===== src/rtl/fwd_hazard_ctrl.sv =====
// EX-stage forwarding select and load-use stall control for a 5-stage pipeline.
// Optional saturating stall counter enabled by defining HAZARD_STALL_CNT_EN.
module fwd_hazard_ctrl #(
  parameter int unsigned REG_ADDR_W = 5,
  parameter int unsigned CNT_W      = 16
) (
  input  logic                  clk_i,
  input  logic                  rst_i,
  input  logic                  id_valid_i,
  input  logic [REG_ADDR_W-1:0] id_rs_i,
  input  logic [REG_ADDR_W-1:0] id_rt_i,
  input  logic                  id_uses_rt_i,
  input  logic [REG_ADDR_W-1:0] id_dst_i,
  input  logic                  id_reg_write_i,
  input  logic                  id_mem_read_i,
  input  logic                  flush_i,
  output logic [1:0]            fwd_a_sel_o,
  output logic [1:0]            fwd_b_sel_o,
`ifdef HAZARD_STALL_CNT_EN
  output logic [CNT_W-1:0]      stall_cnt_o,
`endif
  output logic                  stall_o
);

  logic [REG_ADDR_W-1:0] idex_rs_q, idex_rs_d;
  logic [REG_ADDR_W-1:0] idex_rt_q, idex_rt_d;
  logic [REG_ADDR_W-1:0] idex_dst_q, idex_dst_d;
  logic                  idex_rw_q, idex_rw_d;
  logic                  idex_mr_q, idex_mr_d;
  logic                  idex_valid_q, idex_valid_d;
  logic [REG_ADDR_W-1:0] exmem_dst_q, memwb_dst_q;
  logic                  exmem_rw_q, memwb_rw_q;
  logic                  bubble;

  assign stall_o = id_valid_i && !flush_i && idex_mr_q && (idex_dst_q != '0) &&
                   ((idex_dst_q == id_rs_i) || (id_uses_rt_i && (idex_dst_q == id_rt_i)));

  assign bubble = stall_o || flush_i || !id_valid_i;

  always_comb begin
    idex_rs_d    = '0;
    idex_rt_d    = '0;
    idex_dst_d   = '0;
    idex_rw_d    = 1'b0;
    idex_mr_d    = 1'b0;
    idex_valid_d = 1'b0;
    if (!bubble) begin
      idex_rs_d    = id_rs_i;
      idex_rt_d    = id_rt_i;
      idex_dst_d   = id_dst_i;
      idex_rw_d    = id_reg_write_i;
      idex_mr_d    = id_mem_read_i;
      idex_valid_d = 1'b1;
    end
  end

  always_ff @(posedge clk_i or posedge rst_i) begin
    if (rst_i) begin
      idex_rs_q    <= '0;
      idex_rt_q    <= '0;
      idex_dst_q   <= '0;
      idex_rw_q    <= 1'b0;
      idex_mr_q    <= 1'b0;
      idex_valid_q <= 1'b0;
      exmem_dst_q  <= '0;
      exmem_rw_q   <= 1'b0;
      memwb_dst_q  <= '0;
      memwb_rw_q   <= 1'b0;
    end else begin
      idex_rs_q    <= idex_rs_d;
      idex_rt_q    <= idex_rt_d;
      idex_dst_q   <= idex_dst_d;
      idex_rw_q    <= idex_rw_d;
      idex_mr_q    <= idex_mr_d;
      idex_valid_q <= idex_valid_d;
      exmem_dst_q  <= idex_dst_q;
      exmem_rw_q   <= idex_rw_q;
      memwb_dst_q  <= exmem_dst_q;
      memwb_rw_q   <= exmem_rw_q;
    end
  end

  // EX/MEM is the younger producer, so it is checked first.
  always_comb begin
    fwd_a_sel_o = 2'b00;
    fwd_b_sel_o = 2'b00;
    if (idex_valid_q) begin
      if (exmem_rw_q && (exmem_dst_q != '0) && (exmem_dst_q == idex_rs_q)) begin
        fwd_a_sel_o = 2'b01;
      end else if (memwb_rw_q && (memwb_dst_q != '0) && (memwb_dst_q == idex_rs_q)) begin
        fwd_a_sel_o = 2'b10;
      end
      if (exmem_rw_q && (exmem_dst_q != '0) && (exmem_dst_q == idex_rt_q)) begin
        fwd_b_sel_o = 2'b01;
      end else if (memwb_rw_q && (memwb_dst_q != '0) && (memwb_dst_q == idex_rt_q)) begin
        fwd_b_sel_o = 2'b10;
      end
    end
  end

`ifdef HAZARD_STALL_CNT_EN
  logic [CNT_W-1:0] stall_cnt_q;

  always_ff @(posedge clk_i or posedge rst_i) begin
    if (rst_i) begin
      stall_cnt_q <= '0;
    end else if (stall_o && (stall_cnt_q != '1)) begin
      stall_cnt_q <= stall_cnt_q + 1'b1;
    end
  end

  assign stall_cnt_o = stall_cnt_q;
`else
  logic unused_cnt_w;
  assign unused_cnt_w = ^CNT_W;
`endif

endmodule


===== config.mk =====
export PLATFORM = sky130hd
export DESIGN_NAME = fwd_hazard_ctrl
export DESIGN_NICKNAME = d
export VERILOG_FILES = /design/src/rtl/fwd_hazard_ctrl.sv
export SDC_FILE = /design/constraint.sdc
export NUM_CORES = 1
export LEC_CHECK = 0
export BUFFER_PORTS_ARGS = -buffer_cell sky130_fd_sc_hd__buf_2
export CAP_MARGIN = 20
export CORE_MARGIN = 1
export CORE_UTILIZATION = 47
export DETAILED_ROUTE_END_ITERATION = 10
export PLACE_DENSITY = 0.7
export SYNTH_ARGS = -nofsm -noshare
export SYNTH_HDL_FRONTEND = slang
export SYNTH_SLANG_ARGS = --single-unit

===== constraint.sdc =====
create_clock -name clk_i -period 1.8 [get_ports clk_i]
set_input_delay 0.09 -clock clk_i [delete_from_list [all_inputs] [get_ports clk_i]]
set_output_delay 0.09 -clock clk_i [all_outputs]
set_load 0.05 [all_outputs]

==> flow_metrics.py, run 1 <==
metrics = {
    "synth": {
        "yosysWarnings": 0,
        "avgSynthCellArea_um2": 11.4,
        "yosysUniqueCellTypes": 25,
        "synthAdderAreaFrac_pct": 0,
        "synthSimpleGateAreaFrac_pct": 13.6,
        "synth_area_leaders": "dfrtp_1, xnor2_1, xor2_1, a21oi_2, nand2_1",
        "synth_compound_gate_area_share_pct": 11.6,
        "seq_area_frac_synth_pct": 52.9,
        "synthXorXnorAreaFrac_pct": 18.5,
        "synth_top_family_by_area": "XOR/XNOR gates",
        "synthMuxAreaShare_pct": 0,
        "syn-cell-area_um2": 1420,
        "ys_ff_latch": 30,
        "synth_cells": 124,
        "yosysTopAreaCell": "dfrtp_1",
        "synth.top_cell.area_share_pct": 52.9,
        "syn_nets": 146,
    },
    "power_and_ir_drop": {
        "sw_frac_of_total_pct": 24.5,
        "seqPwrFrac_pct": 50.8,
        "p_leak_uw": 0.000989,
        "power_uw": 1430,
        "pwr_density_cell_nw_per_um2": 703,
        "pwr-share-comb_pct": 14.8,
        "irDropWorstVdd_uv": 697,
        "switchingPower_uw": 349,
        "power.internal_uw": 1080,
        "pwr-share-clk_pct": 34.4,
    },
    "route": {
        "met1_length_mm": 1.19,
        "avgViaCountPerCell": 5.07,
        "top_layer": "met4",
        "met2_length_mm": 1.55,
        "drc": 2,
        "vias": 1096,
        "firstDrtPassIters": 8,
        "ant_nets": 0,
        "finalWirelength_mm": 2.94,
        "post_drt_wl_per_cell_um": 13.6,
        "drt-initial-drc-count": 27,
        "wl_met3_um": 142,
    },
    "grt": {
        "grt_pass1_wl_mm": 4.83,
        "grt_pass1_vias": 1136,
        "antenna_found_initial": 0,
        "grt_max_degree": 31,
        "grt_use_total_pct": 20.0,
        "overflow": 0,
    },
    "finish": {
        "finish.utilization_pct": 72.3,
        "most-common-layout-cells": "dfrtp_1, buf_2, nand2_1, dlygate4sd3_1, buf_4",
        "multi_input_area_um2": 709,
        "final_common_cell": "dfrtp_1",
        "regArea_um2": 751,
        "area_growth_pct": 43.0,
        "antenna_cells": 0,
        "nNetsFinal": 206,
        "final_layout_size_suffix_gt1_share_pct": 39.5,
        "fillers": 190,
    },
    "run": {
        "cap_violations": 0,
    },
    "sta": {
        "rsz0062_at_grt": "yes",
        "maxSlewHeadroom_pct": 74.5,
        "fin_tns_setup_ns": -0.802,
        "drv_slew": 0,
        "period_share_pct": 113,
        "clock.fmax_mhz": 493,
        "fin_ws_ns": -0.229,
        "finalClockSkew_ns": 0.00879,
        "final_hold_viol_count": 0,
        "min_period_ns": 2.03,
        "setup_violations": 4,
        "worst_pin_slew_ns": 0.380,
    },
    "status": {
        "status": "finished with violations",
        "violations": "design-rule violations, negative setup slack",
    },
    "die": {
        "core.rowCount": 19,
        "dieArea_um2": 3240,
        "top_level_ports": 27,
        "die_h_um": 56.9,
        "initial_utilization_pct": 50.6,
        "die_w_um": 56.9,
        "core_um2": 2810,
    },
    "setup_path": {
        "required_ns": 1.71,
        "startpoint_type": "flip-flop",
        "criticalPathCategory": "reg2out",
        "cp_max_fo": 2,
        "cp-end-kind": "output port",
        "cp.arrival_ns": 1.94,
    },
    "placed_design": {
        "gp_congestion": 0.882,
        "hpwl_mm": 1.97,
        "preCtsSetupSlack_ns": -0.0336,
        "numPortBuffers": 26,
    },
    "clocking": {
        "cts_tree": "yes",
        "cts.clk_slew.worst_paths_ns": 0.10,
        "clock_path_buffers": 2,
        "cts_root_buffer": "clkbuf_4",
        "insertion_delay_ns": 0.33,
        "clock_sinks": 30,
        "cts_made_buffers": 5,
        "htreeDepth": 2,
    },
    "worst_hold_path": {
        "hold_class": "in2reg",
    },
}
[synth_stat cells (all sizes together)]
cell type / instances
nand4: 1
xor2: 14
nor2b: 1
o311a: 1
nor4: 4
nand2: 19
o211ai: 1
o22ai: 1
inv: 1
o21ai: 1
and2: 3
or3: 1
dfrtp: 30
xnor2: 16
a21boi: 1
buf: 3
or4: 4
a21oi: 17
clkbuf: 2
nand3: 3
[power by group through the flow]
stage	Clock, µW	Combinational, µW	Sequential (µW)
after floorplan	0	102	733
after detailed placement	0	151	740
final	491	211	725
after CTS	498	194	724
after global routing	541	229	729
after global placement	0	149	740
[timing repair]
action,4_1_cts,5_1_grt
gates resized for setup,13,11
hold endpoints to repair,45,1
buffers inserted,6,3
endpoints found under the setup margin,5,5
hold buffers,16,1
pin swaps,2,8
[cells by family (layout without fill, tap and decap cells)]
family | after synthesis | in the layout
AND/OR/NAND/NOR | 36 | 36
flip-flops | 30 | 30
buffers and inverters | 6 | 67
XOR/XNOR | 30 | 30
AO/OA/AOI/OAI | 22 | 22
[worst max-delay path, cell delays in order, from the launching register on]
cell and delay (ns):
dfrtp_1 0.41, xor2_1 0.17, or4_4 0.55, nor4_4 0.29, buf_6 0.19
[final timing paths]
kind | start | endpoint | slack, ns | depth (start not counted)
max in group asynchronous | rst_i | memwb_dst_q[1] | 1.18 | 4
worst max register to register | idex_dst_q[1] | idex_rs_q[0] | 0.04 | 6
worst min register to register | idex_rw_q | exmem_rw_q | 0.37 | 0
worst max-delay path | idex_rs_q[2] | fwd_a_sel_o[1] | -0.23 | 4
min in group asynchronous | rst_i | idex_mr_q | 0.35 | 4
worst min-delay path | id_rt_i[2] | idex_rt_q[2] | 0.03 | 3
[per-layer routing]
layer  track usage [%]  vias up
met5                 0        -
li1                  -      538
met4              7.32        0
met2              35.3       33
met1              21.7      517
met3              8.16        8
[stage by stage]
stage / area (µm²) / cells / hold slack (ns)
finish: 2030 / 216 / 0.0269
global route: 2030 / 216 / 0.00494
CTS: 1940 / 212 / 0.000621
detailed placement: 1610 / 182 / 0.175
global placement: 1610 / 182 / 0.172
floorplan: 1440 / 124 / 0.181
[sequential cells by signal, indices dropped and copies added (netlist names)]
name / cells
exmem_dst_q: 5
idex_valid_q: 1
idex_mr_q: 1
idex_rt_q: 5
exmem_rw_q: 1
memwb_dst_q: 5
idex_dst_q: 5
idex_rw_q: 1
memwb_rw_q: 1
idex_rs_q: 5
[final cells by class]
class / count / area share (%)
Sequential cell: 30 / 37.0
Timing Repair Buffer: 58 / 22.1
Clock buffer: 8 / 3.88
Tap cell: 31 / 1.91
Inverter: 1 / 0.185
Multi-Input combinational cell: 88 / 35.0
Note: power is estimated with default switching activity, not from simulation.
==> run 2, diff against run 1 <==
==> constraint.sdc (replaced) <==
create_clock -name clk_i -period 2.5 [get_ports clk_i]
set_input_delay 0.125 -clock clk_i [delete_from_list [all_inputs] [get_ports clk_i]]
set_output_delay 0.125 -clock clk_i [all_outputs]
set_load 0.05 [all_outputs]
==> run 2 against run 1 <==
  * Register-to-register slack improved by 0.72 ns
  * The run ends with design-rule violations left
  * First-iteration DRC count decreased by 37%
  * Count of clock-buffer cells in the layout decreased by 1
  * Cell area decreased by 18%
  * Critical path type unchanged
  * Sequential share of layout area increased by 8.1 points
  * Clock skew increased by 0.0063 ns
  * Total power decreased by 38%
  * Largest cell class unchanged
  * Combinational power decreased by 48%
  * Non-clock buffer count decreased by 23
  * Wire length decreased by 7.4%
  * Core utilization decreased by 13 points
  * Clock power decreased by 48%
==> flow_metrics.py, run 2 (same netlist as run 1, synthesis figures left out) <==
metrics = {
    "status": {
        "status": "finished with violations",
        "violations": "design-rule violations",
    },
    "route": {
        "vias": 1016,
        "firstDrtPassIters": 7,
        "post_drt_wl_per_cell_um": 14.2,
        "drt-initial-drc-count": 17,
        "ant_nets": 0,
        "avgViaCountPerCell": 5.29,
        "finalWirelength_mm": 2.72,
        "drc": 4,
    },
    "worst_hold_path": {
        "min_path_cells": 3,
        "holdCritStartpoint": "id_dst_i[0]",
        "hold-path-endpoint": "idex_dst_q[0]",
        "hold_class": "in2reg",
    },
    "grt": {
        "grt_pass1_wl_mm": 4.94,
        "grt_use_total_pct": 20.8,
        "antenna_found_initial": 0,
        "overflow": 0,
        "grt_max_degree": 31,
        "grt_pass1_vias": 1071,
    },
    "finish": {
        "final_common_cell": "dfrtp_1",
        "final_layout_size_suffix_gt1_share_pct": 31.1,
        "area_growth_pct": 17.5,
        "nNetsFinal": 183,
        "most-common-layout-cells": "dfrtp_1, buf_2, nand2_1, xnor2_1, xor2_1",
        "fillers": 247,
        "antenna_cells": 0,
    },
    "setup_path": {
        "rrSetupSlack_ns": 0.76,
        "path_cells": "or4_1, o21ai_1, nor4_1, nor4_2, buf_2",
        "reg2reg_depth": 4,
        "path_depth": 5,
        "cpPeakStageDelay_ns": 0.54,
        "required_ns": 2.38,
        "startpoint_type": "flip-flop",
        "critPathBufInv": 1,
        "criticalPathCategory": "reg2out",
        "cp.arrival_ns": 2.10,
        "critical_path.top_delay_family": "simple AND/OR/NAND/NOR gates",
        "cp_max_fo": 4,
        "reg2reg_from": "idex_dst_q[0]",
        "rr_endpoint": "idex_rt_q[2]",
        "cp-end-kind": "output port",
        "cp_slowest_cell": "or4_1",
    },
    "sta": {
        "maxSlewHeadroom_pct": 70.4,
        "rsz0062_at_grt": "no",
        "fin_tns_setup_ns": 0,
        "min_period_ns": 2.22,
        "clock.fmax_mhz": 450,
        "finalClockSkew_ns": 0.0151,
        "final_hold_viol_count": 0,
        "worst_pin_slew_ns": 0.439,
        "period_share_pct": 88.8,
        "setup_violations": 0,
        "drv_slew": 0,
    },
    "die": {
        "core_um2": 2810,
        "die_w_um": 56.9,
        "initial_utilization_pct": 50.6,
        "core.rowCount": 19,
        "top_level_ports": 27,
        "dieArea_um2": 3240,
        "die_h_um": 56.9,
    },
    "power_and_ir_drop": {
        "pwr_density_cell_nw_per_um2": 533,
        "power_uw": 888,
        "irDropWorstVdd_uv": 314,
        "p_leak_uw": 0.000835,
    },
    "clocking": {
        "clock_sinks": 30,
        "cts_root_buffer": "clkbuf_4",
        "cts_tree": "yes",
        "htreeDepth": 2,
        "cts-resized-gates": 0,
        "clock_path_buffers": 2,
        "cts_made_buffers": 5,
        "insertion_delay_ns": 0.32,
        "cts.clk_slew.worst_paths_ns": 0.09,
    },
    "placed_design": {
        "numPortBuffers": 26,
        "gp_congestion": 0.883,
        "hpwl_mm": 2.04,
    },
    "run": {
        "cap_violations": 0,
    },
}
-- run 2: metrics by stage --
step	hold slack (ns)	instance area, µm²	std cells	util, %	worst slack (ns)
finish	0.0145	1670	192	59.4	0.279
global route	0.00465	1670	192	59.4	0.128
CTS	0.00303	1660	191	59.1	0.248
detailed placement	0.211	1580	181	56.4	0.611
global placement	0.206	1580	181	56.4	0.657
floorplan	0.216	1420	124	-	0.246
-- run 2: worst max path at each step --
stage | slack, ns | end | start
after floorplan | 0.25 | fwd_a_sel_o[1] | exmem_dst_q[1]
after global placement | 0.66 | fwd_a_sel_o[1] | exmem_dst_q[1]
after detailed placement | 0.61 | fwd_a_sel_o[1] | exmem_dst_q[1]
after CTS | 0.25 | fwd_a_sel_o[1] | exmem_dst_q[1]
after global routing | 0.13 | fwd_a_sel_o[1] | exmem_dst_q[2]
final | 0.28 | fwd_a_sel_o[1] | exmem_dst_q[1]
-- run 2: timing repair --
action,CTS,global route
hold buffers,3,1
setup buffers,0,0
hold endpoints to repair,32,1
-- run 2: worst register-to-register path, cell delays in order, from the launching register on --
cell	delay (ns)
dfrtp_1	0.44
or3_1	0.38
o311a_1	0.43
buf_4	0.25
a21oi_2	0.16
-- run 2: layout make-up --
class | instances | area, µm² | area share [%]
multi-input cells | 88 | 621 | 37.2
well taps | 31 | 38.8 | 2.33
clock buffers | 7 | 45.0 | 2.70
repair buffers | 35 | 208 | 12.5
flip-flops and latches | 30 | 751 | 45.0
inverters | 1 | 3.75 | 0.225
-- run 2: metal layers --
layer / routed length (µm) / track usage, %
met5: 0 / 0
met4: 53 / 10.1
met3: 142 / 7.03
met2: 1400 / 32.9
met1: 1120 / 25.8
-- run 2: report_power, final --
group,switching (µW),internal (µW)
sequential,19.7,504
combinational,56.0,54.1
clock,149,106
